<file path="config.mk">
export PLATFORM = sky130hd
export DESIGN_NAME = hs4_responder_flat
export DESIGN_NICKNAME = d
export VERILOG_FILES = /design/src/rtl/hs4_responder_if.sv /design/src/rtl/hs4_responder.sv /design/src/flat_wrapper.sv
export SDC_FILE = /design/constraint.sdc
export NUM_CORES = 1
export LEC_CHECK = 0
export CAP_MARGIN = 25
export CELL_PAD_IN_SITES_DETAIL_PLACEMENT = 1
export CELL_PAD_IN_SITES_GLOBAL_PLACEMENT = 2
export CORE_ASPECT_RATIO = 0.5
export CORE_MARGIN = 10
export CORE_UTILIZATION = 41
export DETAILED_ROUTE_END_ITERATION = 7
export PLACE_DENSITY = 0.89
export SLEW_MARGIN = 10
export SYNTH_ARGS = -nofsm -noshare
export SYNTH_HDL_FRONTEND = slang
export SYNTH_SLANG_ARGS = --single-unit
export TNS_END_PERCENT = 10
</file>
<file path="constraint.sdc">
create_clock -name clk -period 4.4 [get_ports clk]
set_clock_uncertainty 0.2 [all_clocks]
set_input_delay 0.44 -clock clk [delete_from_list [all_inputs] [get_ports clk]]
set_output_delay 0.44 -clock clk [all_outputs]
set_load 0.02 [all_outputs]
</file>
<file path="src/rtl/hs4_responder_if.sv">
// Bundles the 4-phase req/ack/data handshake with the local producer push port.
// The master side is the initiator/producer; the slave side is the responder.
interface hs4_responder_if #(
  parameter int DATA_W = 8
) ();
  logic              req;
  logic              ack;
  logic [DATA_W:0]   data;
  logic              wr_valid;
  logic [DATA_W-1:0] wr_data;
  logic              wr_ready;

  modport master (
    output req, wr_valid, wr_data,
    input  ack, data, wr_ready
  );

  modport slave (
    input  req, wr_valid, wr_data,
    output ack, data, wr_ready
  );
endinterface

</file>
<file path="src/rtl/hs4_responder.sv">
// Responder end of the 4-phase req/ack/data handshake: answers each request with ack
// and a fresh word from an internal write FIFO, flagging underflow and early aborts.
module hs4_responder #(
  parameter int DATA_W    = 8,
  parameter int DEPTH     = 4,
  parameter int ACK_DELAY = 0
) (
  input  logic                     clk,
  input  logic                     rst,
  hs4_responder_if.slave           bus,
  output logic [$clog2(DEPTH):0]   fifo_level,
  output logic [15:0]              xfer_cnt,
  output logic                     underflow,
  output logic                     proto_err
);
  localparam int PTR_W = $clog2(DEPTH);
  localparam int LVL_W = PTR_W + 1;

  typedef enum logic [2:0] {IDLE, STRETCH, ACK_ON, UPDATE, HOLD} state_t;

  state_t            state, state_nxt;
  logic              req_q, rise, fall;
  logic              ack_q, ack_nxt;
  logic              do_update, abort;
  logic [DATA_W:0]   data_q;
  logic [DATA_W-1:0] mem [DEPTH];
  logic [PTR_W-1:0]  wr_ptr, rd_ptr;
  logic              full, empty, push, pop;

  assign rise  = bus.req & ~req_q;
  assign fall  = ~bus.req & req_q;
  assign full  = (fifo_level == LVL_W'(DEPTH));
  assign empty = (fifo_level == '0);
  assign push  = bus.wr_valid & ~full;
  assign pop   = do_update & ~empty;

  assign bus.wr_ready = ~full;
  assign bus.ack      = ack_q;
  assign bus.data     = data_q;

  always_ff @(posedge clk or posedge rst) begin
    if (rst) begin
      state <= IDLE;
      req_q <= 1'b0;
      ack_q <= 1'b0;
    end else begin
      state <= state_nxt;
      req_q <= bus.req;
      ack_q <= ack_nxt;
    end
  end

  // A fall seen before HOLD still finishes the update, then heads straight back to IDLE.
  always_comb begin
    state_nxt = state;
    unique case (state)
      IDLE:    if (rise) state_nxt = (ACK_DELAY == 1) ? STRETCH : ACK_ON;
      STRETCH: state_nxt = bus.req ? ACK_ON : IDLE;
      ACK_ON:  state_nxt = UPDATE;
      UPDATE:  state_nxt = (fall || !ack_q) ? IDLE : HOLD;
      HOLD:    if (fall) state_nxt = IDLE;
      default: state_nxt = IDLE;
    endcase
  end

  always_comb begin
    ack_nxt   = ack_q;
    do_update = 1'b0;
    abort     = 1'b0;
    unique case (state)
      IDLE:    ack_nxt = rise && (ACK_DELAY == 0);
      STRETCH: begin
        ack_nxt = bus.req;
        abort   = ~bus.req;
      end
      ACK_ON:  begin
        ack_nxt   = ~fall;
        do_update = 1'b1;
      end
      UPDATE:  ack_nxt = ack_q & ~fall;
      HOLD:    ack_nxt = ~fall;
      default: ack_nxt = 1'b0;
    endcase
  end

  // The toggle bit flips on every transfer so data visibly changes even on repeats or underflow.
  always_ff @(posedge clk or posedge rst) begin
    if (rst) begin
      data_q     <= '0;
      underflow  <= 1'b0;
      proto_err  <= 1'b0;
      xfer_cnt   <= '0;
      wr_ptr     <= '0;
      rd_ptr     <= '0;
      fifo_level <= '0;
    end else begin
      if (do_update) begin
        data_q[DATA_W] <= ~data_q[DATA_W];
        xfer_cnt       <= xfer_cnt + 16'd1;
        if (empty) underflow <= 1'b1;
        else       data_q[DATA_W-1:0] <= mem[rd_ptr];
      end
      if (abort) proto_err <= 1'b1;
      if (push)  wr_ptr <= wr_ptr + PTR_W'(1);
      if (pop)   rd_ptr <= rd_ptr + PTR_W'(1);
      unique case ({push, pop})
        2'b10:   fifo_level <= fifo_level + LVL_W'(1);
        2'b01:   fifo_level <= fifo_level - LVL_W'(1);
        default: fifo_level <= fifo_level;
      endcase
    end
  end

  always_ff @(posedge clk) begin
    if (push) mem[wr_ptr] <= bus.wr_data;
  end
endmodule

</file>
<file path="src/flat_wrapper.sv">
// flat-port wrapper written by rule: the top's interface ports become plain ports
module hs4_responder_flat 
#(
  parameter int DATA_W    = 8,
  parameter int DEPTH     = 4,
  parameter int ACK_DELAY = 0
)
  (clk, rst, fifo_level, xfer_cnt, underflow, proto_err, bus_req, bus_wr_valid, bus_wr_data, bus_ack, bus_data, bus_wr_ready);
  hs4_responder_if #(.DATA_W(DATA_W)) bus_i ();
  input  logic clk;
  input  logic rst;
  output logic [$clog2(DEPTH):0] fifo_level;
  output logic [15:0] xfer_cnt;
  output logic underflow;
  output logic proto_err;
  input wire logic [$bits(bus_i.req)-1:0] bus_req;
  input wire logic [$bits(bus_i.wr_valid)-1:0] bus_wr_valid;
  input wire logic [$bits(bus_i.wr_data)-1:0] bus_wr_data;
  output wire logic [$bits(bus_i.ack)-1:0] bus_ack;
  output wire logic [$bits(bus_i.data)-1:0] bus_data;
  output wire logic [$bits(bus_i.wr_ready)-1:0] bus_wr_ready;
  assign bus_i.req = bus_req;
  assign bus_i.wr_valid = bus_wr_valid;
  assign bus_i.wr_data = bus_wr_data;
  assign bus_ack = bus_i.ack;
  assign bus_data = bus_i.data;
  assign bus_wr_ready = bus_i.wr_ready;
  hs4_responder #(.DATA_W(DATA_W), .DEPTH(DEPTH), .ACK_DELAY(ACK_DELAY)) u_core (.clk(clk), .rst(rst), .bus(bus_i), .fifo_level(fifo_level), .xfer_cnt(xfer_cnt), .underflow(underflow), .proto_err(proto_err));
endmodule
</file>
## Yosys cells after proc, flatten, opt, wreduce, memory -nomap -nowiden

Memory sizes are Yosys's and may differ from the RTL's. A register that Yosys moved wholly into a read port is not among the register bits.
Cells that the tools add are included.

| storage, ports and cells | value |
|---|---|
| register bits | 31 |
| bits in writable memories | 32 |
| input bits | 12 |
| output and inout bits | 32 |
| logic and storage cells | 56 |
| memories | 1 |

| cells by class | value |
|---|---|
| $add $sub $neg | 5 |
| equal/unequal tests | 9 |
| mux-type cells | 11 |
| bitwise gates (word level) | 11 |
| reduce and logical (&&, ||, !) cells | 9 |

Memories:

| memory | depth | width | read ports | clocked after Yosys merged registers in | wr ports | RTL line | text |
|---|---|---|---|---|---|---|---|
| u_core.mem | 4 | 8 | 1 | 1 | 1 | hs4_responder.sv:26 | `logic [DATA_W-1:0] mem [DEPTH];` |

Operators with widths:

| operator | count |
|---|---|
| $add 16x1->16 const B | 1 |
| $pmux 3 s5 | 1 |
| $mux 3 | 3 |
| $eq 3x2->1 const B | 2 |
| $eq 3x3->1 const B | 2 |
| $logic_not 3->1 | 2 |
| $not 1->1 | 6 |
| $pmux 3 s2 | 1 |
| $reduce_and 2->1 | 3 |
| $and 1x1->1 | 5 |
| $add 2x1->2 const B | 2 |
| $mux 1 | 4 |
| $ne 2x1->1 const B | 2 |
| $pmux 1 s4 | 1 |
| $add 3x1->3 const B | 1 |
| $eq 3x1->1 const B | 1 |
| $sub 3x1->3 const B | 1 |
| $eq 2x1->1 const B | 1 |
| $eq 2x2->1 const B | 1 |
| $mux 2 | 1 |
| $reduce_bool 2->1 | 1 |
| $reduce_or 2->1 | 1 |
| $logic_not 1->1 | 1 |
| $logic_or 1x1->1 | 1 |

## Depth between registers and ports, before layout

Gate-level depths: netlist (run 1).

| logic depth | value |
|---|---|
| depth in word-level cells | 5 |
| mapped depth | 10 |
| mapped depth without buffers | 10 |

## Worst setup path after synthesis (run 1)

No wires, ideal clock.

| timing | value |
|---|---|
| path type | reg2reg |
| start | register u_core.state[2] |
| end | register u_core.fifo_level[2] |
| library setup time | 0.080 ns |
| arrival time | 2.199 ns |
| data required time | 4.120 ns |
| setup slack | 1.922 ns |
| cell stages (with the launch flop) | 11 |
| buffers on the path | 2 |
| clock period less this slack | 2.478 ns |
| path through | dfrtp_1 or3b_1 buf_6 nor2_2 buf_4 ha_1 inv_1 fa_1 xor2_1 nor2_1 xor2_1 |

| on the way | value |
|---|---|
| word-level cells in the longest chain between the ends | 5 |
| elaborated cells between the ends (all ways) | 7 |
| those cells by class | 3 x eq/ne; 2 x mux; 1 x bitwise; 1 x reduce/logical |

RTL lines:

| item | RTL line | text |
|---|---|---|
| start, declared | hs4_responder.sv:21 | `state_t state, state_nxt;` |
| start signal, assigned | hs4_responder.sv:47 | `state <= state_nxt;` |
| $eq 3x2->1 (*) | hs4_responder.sv:70 | `unique case (state)` |
| $mux 1 (*) | hs4_responder.sv:70 |  |
| $and 1x1->1 (*) | hs4_responder.sv:35 | `assign pop = do_update & ~empty;` |
| via u_core.pop | hs4_responder.sv:28 | `logic full, empty, push, pop;` |
| $eq 2x1->1 / $eq 2x2->1 (equally long branches) | hs4_responder.sv:106 | `unique case ({push, pop})` |
| $pmux 3 s2 / $reduce_bool 2->1 (equally long branches) | - |  |
| end signal, assigned | hs4_responder.sv:107 | `2'b10: fifo_level <= fifo_level + LVL_W'(1);` |
| end signal, assigned | hs4_responder.sv:108 | `2'b01: fifo_level <= fifo_level - LVL_W'(1);` |
| end signal, assigned | hs4_responder.sv:109 | `default: fifo_level <= fifo_level;` |
| end, declared | hs4_responder.sv:11 | `output logic [$clog2(DEPTH):0] fifo_level,` |

Mark *: on every way through the listed nets, which the timed path passes. The rest lies on a longest branch.
A chain may end at the register's enable or synchronous reset.

## Final worst setup path (run 1)

| timing | value |
|---|---|
| start | register u_core.state[2] |
| end | register u_core.fifo_level[2] |

| on the way | value |
|---|---|
| word-level cells in the longest chain between the ends | 5 |
| elaborated cells between the ends (all ways) | 7 |
| those cells by class | 3 x eq/ne; 2 x mux; 1 x bitwise; 1 x reduce/logical |

RTL lines:

| item | RTL line |
|---|---|
| $eq 3x2->1 (*) | hs4_responder.sv:70 |
| $mux 1 (*) | hs4_responder.sv:70 |
| $and 1x1->1 (*) | hs4_responder.sv:35 |
| $eq 2x1->1 / $eq 2x2->1 (equally long branches) | hs4_responder.sv:106 |
| $pmux 3 s2 / $reduce_bool 2->1 (equally long branches) | - |

Every way passes the cells marked *; elsewhere a longest branch is shown, timed or not.

==> results of run 1 <==
placed cells by master (no fill, tap or decap), types with 7 or more instances in the layout:
master,synthesis,routed
edfxtp_1,32,32
mux2_2,9,9
nand2_1,12,12
xnor2_1,15,15
clkbuf_16,0,9
inv_1,8,8
dfrtp_1,39,39
xor2_1,7,7
mux4_2,8,8
clkdlybuf4s50_1,0,43
registers in the layout, summed over array words and instances, names as in the netlist:
register / count
u_core.fifo_level: 3
u_core.proto_err: 1
u_core.xfer_cnt: 16
u_core.bus.ack: 1
u_core.wr_ptr: 2
u_core.state: 3
u_core.underflow: 1
u_core.bus.data: 9
u_core.mem: 32
u_core.rd_ptr: 2
u_core.req_q: 1
cell type report:
class | count | area (um2) | area share, %
flip-flops and latches | 71 | 1937 | 52.89
multi-input cells | 98 | 882.1 | 24.09
repair buffers | 44 | 437.9 | 11.96
clock buffers | 13 | 240.2 | 6.560
well taps | 92 | 115.1 | 3.143
inverters | 8 | 30.03 | 0.8200
clock inverters | 3 | 20.02 | 0.5466
metal layers:
metal	GRT usage, %	vias up	wire [um]
li1	-	760	-
met1	10.84	840	2266
met2	20.03	25	3110
met3	5.226	12	309
met4	5.649	0	106
met5	0	-	0
metrics by stage:
step	hold WS, ps	power [mW]	area [um2]	instances	util, %
floorplan	271.4	1.636	2877	181	-
global placement	253.9	1.928	3402	313	50.38
detailed placement	252.0	1.984	3402	313	50.38
CTS	273.3	2.644	3662	329	54.23
global route	289.1	2.760	3662	329	54.23
finish	266.7	2.591	3662	329	54.23
cell families after synthesis:
logic type | synth area share (%)
xor gates and xnor gates | 6.699
and+or+nand+nor | 9.396
muxes | 10.13
buffers and inverters | 2.001
adders and majority gates | 3.306
AOI/OAI and AO/OA | 1.131
DFF | 67.33
worst reg2reg max path, stage by stage, from the launching register on:
cell     delay [ps]
dfrtp_1         430
or3b_1          610
nor2_2          580
ha_1            290
inv_1            60
fa_1            380
xor2_1          150
nor2_1          120
xor2_1          160
power groups by stage:
stage | combinational (mW) | clock, mW | sequential [mW]
after floorplan | 0.514 | 0 | 1.12
after global placement | 0.860 | 0 | 1.07
after detailed placement | 0.897 | 0 | 1.09
after CTS | 0.915 | 0.653 | 1.08
after global routing | 0.974 | 0.683 | 1.10
final | 0.890 | 0.631 | 1.07
worst max-delay path by stage:
stage	from	to	slack, ps	cells past startpoint
2_1_floorplan	u_core.state[2]	u_core.fifo_level[2]	1920	10
3_3_place_gp	u_core.state[2]	u_core.fifo_level[2]	1500	8
3_5_place_dp	u_core.state[1]	u_core.fifo_level[2]	1370	8
4_1_cts	u_core.state[2]	u_core.fifo_level[2]	1300	8
5_1_grt	u_core.state[1]	u_core.fifo_level[2]	1140	8
6_report	u_core.state[2]	u_core.fifo_level[2]	1340	8
==> results.json, run 1 <==
{
  "drt-wirelength-per-cell_um": 17.60,
  "nets": 251,
  "dpl.hpwl_mm": 3.983,
  "cts.repair.resized": 0,
  "cts_buffers": 9,
  "ys_ff_latch": 71,
  "synth_fp_nets": 200,
  "grt_pass1_vias": 1860,
  "critical_path_class": "reg2reg",
  "worstRegToRegCells": 8,
  "grtUsageTotal_pct": 11.17,
  "tritoncts": "built",
  "num_vias": 1637,
  "worstHoldEndpoint": "u_core.proto_err",
  "cp.required_ps": 4450,
  "peakVddDrop_v": 0.0003174,
  "clkTransAtPathRegs_ps": 60,
  "outcome": "complete, no violations",
  "fin_ws_ps": 1339,
  "synth_commonest_cells": "dfrtp_1 (39), edfxtp_1 (32), xnor2_1 (15)",
  "cp_slowest_cell": "or3b_1",
  "p_comb_share_pct": 34.3,
  "synth_edf_count": 32,
  "r2r-end": "u_core.fifo_level[2]",
  "synthTopCellsByArea": "dfrtp_1 (34%), edfxtp_1 (33%), mux4_2 (6.3%)",
  "leakage_nw": 1.457,
  "critPathCaptureType": "flip-flop",
  "switching_share_pct": 33.29,
  "cp_max_fo": 11,
  "startpoint_type": "flip-flop",
  "io_pins": 44,
  "yosysWarnings": 0,
  "hp-class": "reg2reg",
  "rsz0062_at_grt": "false",
  "drt_pass1_iterations": 4,
  "syn_inst": 181,
  "n_antenna_cell": 0,
  "antenna_left": 0,
  "pwr-share-seq_pct": 41.3,
  "fin_crit_sh_pct": 69.56,
  "internal_power_mw": 1.728,
  "initial_utilization_pct": 42.60,
  "clk_latency_ps": 330,
  "cts_sinks": 71,
  "maxSlewViolCount": 0,
  "drtIter0Drc": 22,
  "dp_slack_ps": 1372,
  "clockBufferDepth": 2,
  "r2r_slack_ps": 1340,
  "cap_viol_max_count": 0,
  "viasPerCell": 4.976,
  "drive_above_1_share_pct": 13.92,
  "arrival_ps": 3110,
  "critPathTopFamily": "simple AND/OR/NAND/NOR gates",
  "synth_top_area_cell": "dfrtp_1",
  "dieArea_um2": 10970,
  "gp_congestion": 0.6980,
  "cts_root_buf": "clkbuf_16",
  "hold_path.startpoint": "u_core.proto_err",
  "crit_top_cell": "xor2_1",
  "min_period_ps": 3061,
  "hold_depth": 1,
  "yosysTopAreaCellShare_pct": 33.93,
  "overflow": 0,
  "power.density_nw_per_um2": 707.5,
  "async_flop_share_pct": 54.93,
  "drcViolationCount": 0,
  "worst_slew_pin_slew_ps": 608.7,
  "hold_buffers": 0,
  "path_buf_inv": 1,
  "hold_violations": 0,
  "r2r-start": "u_core.state[2]",
  "grt_max_degree": 40,
  "setup_viol": 0,
  "path_cells": "or3b_1 -> nor2_2 -> ha_1 -> inv_1 -> fa_1 -> xor2_1 -> nor2_1 -> xor2_1",
  "grt_pass1_wl_mm": 9.522,
  "core_area_um2": 6753,
  "yosys_most_used_dff": "dfrtp_1",
  "syn_area_um2": 2877,
  "ys_types": 35,
  "die_height_um": 79.23,
  "synth.yosys.seq_area_share_pct": 67.33,
  "power.share.clock_pct": 24.3,
  "cts_setup_buffers": 0,
  "area_growth_pct": 27.32,
  "fmax_ghz": 0.3267,
  "synth_most_common_cell": "dfrtp_1",
  "row_count": 21,
  "syn_area_per_cell_um2": 15.89,
  "switching_power_mw": 0.8626,
  "fillers": 654,
  "cpPeakStageDelay_ps": 610,
  "drt_wl_total_mm": 5.792,
  "slew_headroom_pct": 59.42,
  "fin_setup_tns_ps": 0,
  "antenna_found_initial": 0,
  "cts_max_level": 3,
  "die_x_um": 138.5,
  "io_buffers": 43
}
Note: power is estimated with default switching activity, not from simulation.
==> run 2, diff against run 1 <==
--- a/config.mk
+++ b/config.mk
@@ -10,9 +10,9 @@
 export CELL_PAD_IN_SITES_GLOBAL_PLACEMENT = 2
 export CORE_ASPECT_RATIO = 0.5
 export CORE_MARGIN = 10
-export CORE_UTILIZATION = 41
+export CORE_UTILIZATION = 38
 export DETAILED_ROUTE_END_ITERATION = 7
-export PLACE_DENSITY = 0.89
+export PLACE_DENSITY = 0.83
 export SLEW_MARGIN = 10
 export SYNTH_ARGS = -nofsm -noshare
 export SYNTH_HDL_FRONTEND = slang
==> constraint.sdc (replaced) <==
create_clock -name clk -period 3.1 [get_ports clk]
set_clock_uncertainty 0.2 [all_clocks]
set_input_delay 0.31 -clock clk [delete_from_list [all_inputs] [get_ports clk]]
set_output_delay 0.31 -clock clk [all_outputs]
set_load 0.02 [all_outputs]
==> results.json, run 2 (synthesis results as in run 1) <==
{
  "r2r-start": "u_core.state[1]",
  "cts_buffers": 9,
  "n_antenna_cell": 0,
  "antenna_found_initial": 0,
  "drt_pass1_iterations": 4,
  "power.density_nw_per_um2": 1037,
  "crit_start": "u_core.state[1]",
  "dieArea_um2": 11660,
  "clockBufferDepth": 2,
  "fmax_ghz": 0.3871,
  "cap_viol_max_count": 0,
  "grtUsageTotal_pct": 10.73,
  "grt_pass1_wl_mm": 9.570,
  "switching_power_mw": 1.242,
  "hold_ws_ps": 202.6,
  "fillers": 714,
  "hold_violations": 0,
  "grt_max_degree": 40,
  "cp.required_ps": 3160,
  "fin_util_pct": 50.80,
  "largest_register_ffs": 32,
  "slew_headroom_pct": 61.41,
  "cts_sinks": 71,
  "row_count": 22,
  "layout_commonest_cell": "clkdlybuf4s50_1",
  "critical_path_class": "reg2reg",
  "tritoncts": "built",
  "hold_buffers": 0,
  "switching_share_pct": 32.10,
  "io_buffers": 43,
  "cts_setup_buffers": 0,
  "dpl.hpwl_mm": 4.009,
  "outcome": "complete, no violations",
  "clkTransAtPathRegs_ps": 60,
  "arrival_ps": 2640,
  "critPathCaptureType": "flip-flop",
  "antenna_left": 0,
  "internal_power_mw": 2.628,
  "worst_slew_pin_slew_ps": 578.9,
  "top_register": "u_core.mem",
  "grt_pass1_vias": 1825,
  "drt_wl_total_mm": 5.781,
  "peakVddDrop_v": 0.0004022,
  "fin_setup_tns_ps": 0,
  "min_period_ps": 2584,
  "gp_congestion": 0.7774,
  "power.share.clock_pct": 28.4,
  "rsz0062_at_grt": "false",
  "startpoint_type": "flip-flop",
  "leakage_nw": 1.495,
  "instances_no_fill": 334,
  "stdcell_area_um2": 3734,
  "fin_crit_sh_pct": 83.34,
  "nets": 252,
  "drive_above_1_share_pct": 15.97,
  "cp_max_fo": 9,
  "setup_viol": 0,
  "viasPerCell": 4.916,
  "final_cell_mix": "clkdlybuf4s50_1 (43), dfrtp_1 (39), edfxtp_1 (32), xnor2_1 (15), nand2_1 (12)",
  "cts_root_buf": "clkbuf_16",
  "overflow": 0,
  "initial_utilization_pct": 39.14,
  "maxSlewViolCount": 0,
  "m1WireLength_mm": 2.439,
  "top_layer": "met4",
  "io_pins": 44,
  "cts.repair.resized": 0,
  "hp-class": "in2async",
  "num_vias": 1642,
  "drt-wirelength-per-cell_um": 17.31,
  "route.met3.wl_um": 273,
  "area_growth_pct": 29.80,
  "cts_max_level": 3,
  "drtIter0Drc": 71,
  "drcViolationCount": 0,
  "clk_latency_ps": 330,
  "dpl_cell_area_um2": 3415,
  "pwr-share-seq_pct": 39.1,
  "p_comb_share_pct": 32.6,
  "die_x_um": 143.0,
  "die_height_um": 81.52,
  "placed_cells": 318,
  "wl_met2_mm": 2.970,
  "core_area_um2": 7350
}
-- run 2: cell types whose count changed in the layout (fill, tap and decap cells not counted), sizes merged --
| cell | delta |
|---|---|
| bufinv | +2 |
| inv | +2 |
| clkbuf | -4 |
| buf | +1 |
-- run 2: cell type report --
| type | instances | area (um2) | area share [%] |
|---|---|---|---|
| well taps | 96 | 120.1 | 3.217 |
| clock inverters | 7 | 93.84 | 2.513 |
| multi-input cells | 98 | 882.1 | 23.63 |
| inverters | 8 | 30.03 | 0.8043 |
| clock buffers | 9 | 225.2 | 6.032 |
| repair buffers | 45 | 445.4 | 11.93 |
| flip-flops and latches | 71 | 1937 | 51.88 |
-- run 2: final timing paths --
| check | end | slack (ps) | cells past startpoint |
|---|---|---|---|
| worst max-delay path | u_core.fifo_level[2] | 520 | 8 |
| worst min-delay path | u_core.xfer_cnt[10] | 200 | 3 |
| worst max register to register | u_core.fifo_level[2] | 520 | 8 |
| worst min register to register | u_core.underflow | 270 | 1 |
| max in group asynchronous | u_core.bus.data[2] | 2150 | 3 |
| min in group clk | u_core.underflow | 270 | 1 |
-- run 2: power groups by stage --
stage          Combinational, mW  Sequential [mW]  Clock [mW]
2_1_floorplan              0.729             1.59           0
3_3_place_gp                1.24             1.52           0
3_5_place_dp                1.29             1.54           0
4_1_cts                     1.29             1.52        1.13
5_1_grt                     1.38             1.57        1.17
6_report                    1.26             1.51        1.10
-- run 2: per-layer routing --
metal  up-vias  GRT usage (%)
met3         8          4.318
met4         0          4.908
met5         -              0
met2        27          18.98
li1        755              -
met1       852          11.31
-- run 2: per-stage QoR --
step | setup slack [ps] | total power, mW
after floorplan | 621.6 | 2.323
after global placement | 605.0 | 2.758
after detailed placement | 520.7 | 2.826
after CTS | 500.3 | 3.943
after global routing | 360.8 | 4.116
final | 516.5 | 3.870
-- run 2: critical path, cell delays in order, from the launching register on --
cell and delay [ps]:
dfrtp_1 450, or3b_1 590, nor2_2 220, ha_1 210, inv_1 60, fa_1 370, xor2_1 150, nor2_1 110
xor2_1 150
==> run 3, diff against run 2 <==
==> constraint.sdc (replaced) <==
create_clock -name clk -period 2.7 [get_ports clk]
set_clock_uncertainty 0.2 [all_clocks]
set_input_delay 0.27 -clock clk [delete_from_list [all_inputs] [get_ports clk]]
set_output_delay 0.27 -clock clk [all_outputs]
set_load 0.02 [all_outputs]
==> results.json, run 3 (synthesis results as in run 1) <==
{
  "outcome": "complete, no violations",
  "grtUsageTotal_pct": 11.11,
  "final_cell_mix": "clkdlybuf4s50_1 (43), dfrtp_1 (39), edfxtp_1 (32), xnor2_1 (15), nand2_1 (12)",
  "top_layer": "met4",
  "rsz0062_at_grt": "false",
  "cts.repair.resized": 0,
  "fmax_ghz": 0.4231,
  "cp.required_ps": 2750,
  "grt_max_degree": 40,
  "startpoint_type": "flip-flop",
  "pwr-share-seq_pct": 38.2,
  "n_antenna_cell": 0,
  "die_height_um": 81.52,
  "hold_buffers": 0,
  "drt_wl_total_mm": 6.036,
  "m1WireLength_mm": 2.464,
  "min_period_ps": 2364,
  "grt_pass1_vias": 1878,
  "critPathTopFamily": "simple AND/OR/NAND/NOR gates",
  "initial_utilization_pct": 39.14,
  "r2r-start": "u_core.state[1]",
  "drtIter0Drc": 39,
  "leakage_nw": 1.506,
  "slew_headroom_pct": 59.74,
  "gp_congestion": 0.7568,
  "setup_viol": 0,
  "path_buf_inv": 1,
  "cts_root_buf": "clkbuf_16",
  "route.met3.wl_um": 311,
  "arrival_ps": 2420,
  "path_cells": "or3b_1 -> nor2_2 -> ha_1 -> inv_1 -> fa_1 -> xor2_1 -> nor2_1 -> xor2_1",
  "io_pins": 44,
  "area_growth_pct": 30.75,
  "drt_pass1_iterations": 4,
  "hold_ws_ps": 170.0,
  "peakVddDrop_v": 0.0005601,
  "power.share.clock_pct": 29.3,
  "cp_max_fo": 7,
  "drcViolationCount": 0,
  "drive_above_1_share_pct": 15.90,
  "fin_setup_tns_ps": 0,
  "dpl.hpwl_mm": 4.199,
  "r2r-end": "u_core.fifo_level[2]",
  "placed_cells": 319,
  "antenna_left": 0,
  "top_register": "u_core.mem",
  "num_vias": 1627,
  "overflow": 0,
  "cts_max_level": 3,
  "cts_buffers": 9,
  "nets": 253,
  "instances_no_fill": 335,
  "hp-class": "in2async",
  "power_mw": 4.572,
  "antenna_found_initial": 0,
  "worst_slew_pin_slew_ps": 603.9,
  "core_area_um2": 7350,
  "cpPeakStageDelay_ps": 470,
  "critical_path_class": "reg2reg",
  "cp_slowest_cell": "dfrtp_1",
  "clockBufferDepth": 2,
  "fin_util_pct": 51.17,
  "cap_viol_max_count": 0,
  "clkTransAtPathRegs_ps": 50,
  "switching_share_pct": 31.57,
  "layout_commonest_cell": "clkdlybuf4s50_1",
  "hold_violations": 0,
  "switching_power_mw": 1.443,
  "wl_met2_mm": 3.160,
  "largest_register_ffs": 32,
  "critPathCaptureType": "flip-flop",
  "crit_top_cell": "xor2_1",
  "fin_crit_sh_pct": 87.54,
  "cts_sinks": 71,
  "drt-wirelength-per-cell_um": 18.02,
  "tritoncts": "built",
  "viasPerCell": 4.857,
  "maxSlewViolCount": 0,
  "die_x_um": 143.0,
  "grt_pass1_wl_mm": 9.804,
  "cts_setup_buffers": 0,
  "clk_latency_ps": 330,
  "dieArea_um2": 11660,
  "r2r_slack_ps": 340,
  "row_count": 22,
  "power.density_nw_per_um2": 1216,
  "internal_power_mw": 3.129,
  "worstRegToRegCells": 8,
  "p_comb_share_pct": 32.5,
  "io_buffers": 43
}
-- run 3: power groups by stage --
stage	logic [mW]	clock network (mW)	registers, mW
after global routing	1.62	1.42	1.80
after CTS	1.53	1.37	1.76
after detailed placement	1.51	0	1.77
after global placement	1.45	0	1.74
final	1.48	1.34	1.75
after floorplan	0.837	0	1.83
-- run 3: through the flow --
step | cell area [um2] | worst slack (ps)
after floorplan | 2877 | 221.6
after global placement | 3422 | 451.2
after detailed placement | 3422 | 335.7
after CTS | 3761 | 322.0
after global routing | 3761 | 151.6
final | 3761 | 336.4
-- run 3: layout make-up --
cell class / instances / area, um2
Clock buffer: 11 / 232.7
Clock inverter: 5 / 106.4
Fill cell: 698 / 3588
Inverter: 8 / 30.03
Multi-Input combinational cell: 98 / 882.1
Sequential cell: 71 / 1937
Tap cell: 96 / 120.1
Timing Repair Buffer: 46 / 452.9
-- run 3: per-layer routing --
metal,vias to the layer above,track usage [%]
met5,-,0
met4,0,5.112
met3,10,4.606
met2,29,19.26
met1,829,11.91
li1,759,-
-- run 3: worst min-delay path: stages --
cell	delay (ps)
clkdlybuf4s50_1	390
inv_1	50
buf_4	430
-- run 3: worst max path at each step --
stage	from	endpoint	slack, ps	cells past startpoint
after detailed placement	u_core.state[1]	u_core.fifo_level[2]	340	8
final	u_core.state[1]	u_core.fifo_level[2]	340	8
after floorplan	u_core.state[2]	u_core.fifo_level[2]	220	10
after CTS	u_core.state[1]	u_core.fifo_level[2]	320	8
after global routing	u_core.fifo_level[0]	u_core.fifo_level[2]	150	10
after global placement	u_core.state[2]	u_core.fifo_level[2]	450	8
==> RTL change, RTL diff (settings of run 2) <==
`DEPTH` is set to 4 in 2 places; all go to 2.
--- a/src/rtl/hs4_responder.sv
+++ b/src/rtl/hs4_responder.sv
@@ -2,7 +2,7 @@
 // and a fresh word from an internal write FIFO, flagging underflow and early aborts.
 module hs4_responder #(
   parameter int DATA_W    = 8,
-  parameter int DEPTH     = 4,
+  parameter int DEPTH     = 2,
   parameter int ACK_DELAY = 0
 ) (
   input  logic                     clk,
--- a/src/flat_wrapper.sv
+++ b/src/flat_wrapper.sv
@@ -2,7 +2,7 @@
 module hs4_responder_flat 
 #(
   parameter int DATA_W    = 8,
-  parameter int DEPTH     = 4,
+  parameter int DEPTH     = 2,
   parameter int ACK_DELAY = 0
 )
   (clk, rst, fifo_level, xfer_cnt, underflow, proto_err, bus_req, bus_wr_valid, bus_wr_data, bus_ack, bus_data, bus_wr_ready);
Interface: changed (resized fifo_level); port bits go from 44 to 43. No check against the original RTL was run, so the function may have changed too.
==> RTL change against run 2 <==
Final cell count decreased by 18%; worst hold slack improved by 25 ps; combinational power down 21%; critical path type unchanged; power decreased by 29%; synthesized area decreased by 26%; routed wire length shrank 24%; sequential cell count is 19 lower; sequential power is 25% lower; largest cell class unchanged; worst setup slack improved by 490 ps; cell area is 25% lower.
==> RTL change: results (changes against run 2) <==
- R2R setup slack: 1010 ps (+490 ps)
- GR met1 Demand/Resource: 11.6% (+0.33 points)
- GP Congestion: 0.744 (-4.4%)
- Post-synth top cells: 36 x dfrtp_1, 16 x edfxtp_1, 15 x nor2_1
- Distinct cells, synth: 31 (-11%)
- Switch share: 34.9% (+2.8 points)
- Post-synth EDFFs: 16 (-50%)
- Placed cell areas: 2630 µm² (-23%)
- Sequential fraction of the synthesis area: 64.8% (-2.6 points)
- Area growth syn-to-layout: 31.3%
- Met2 Use GR: 17.4% (-1.6 points)
- First-iteration detailed-routing DRC count: 70 (-1.4%)
- Hold WS: 227 ps (+24.6 ps)
- Dpl cells: 266 (-16%)
- Worst-skew pair later-pin latency: 290 ps (-40 ps)
- Tmin final: 2090 ps (-490 ps)
- Detail Placement HPWL: 3.19 mm (-20%)
- Peak supply drop: 0.000409 V (+1.7%)
- Share of cells above drive strength 1: 10.9% (-5.0 points)
- NetSw: 0.964 mW (-22%)
- CP arrival: 2120 ps (-520 ps)
- Routed wl met3: 233 µm (-15%)
- Fillcell total: 559 (-22%)
- Outcome: completed
- WL met2: 2.24 mm (-25%)
[RTL change: cell types whose count changed in the layout (fill, tap and decap cells not counted), moves of 3 or more]
cell	change
nand2_1	-5
mux2i_1	+8
a21oi_1	+7
and3_1	-3
edfxtp_1	-16
inv_1	-5
mux4_2	-8
nor2_1	+10
mux2_2	-8
clkbuf_16	-4
ha_1	-4
dfrtp_1	-3
[RTL change: kinds of logic (layout without fill, tap and decap cells)]
family / count (synthesis) / count (layout) / synth area share (%)
xor gates and xnor gates: 21 / 21 / 9.33
and+or+nand+nor: 45 / 45 / 13.5
AOI/OAI and AO/OA: 15 / 15 / 4.22
adders and majority gates: 2 / 2 / 1.17
buffers and inverters: 7 / 56 / 2.29
DFF: 52 / 52 / 64.8
muxes: 10 / 10 / 4.75
[RTL change: cell type report]
class,count,share of cell area (%)
Multi-Input combinational cell,93,25.1
Clock inverter,3,1.65
Inverter,3,0.402
Tap cell,73,3.26
Timing Repair Buffer,45,15.8
Sequential cell,52,49.3
Clock buffer,5,4.47
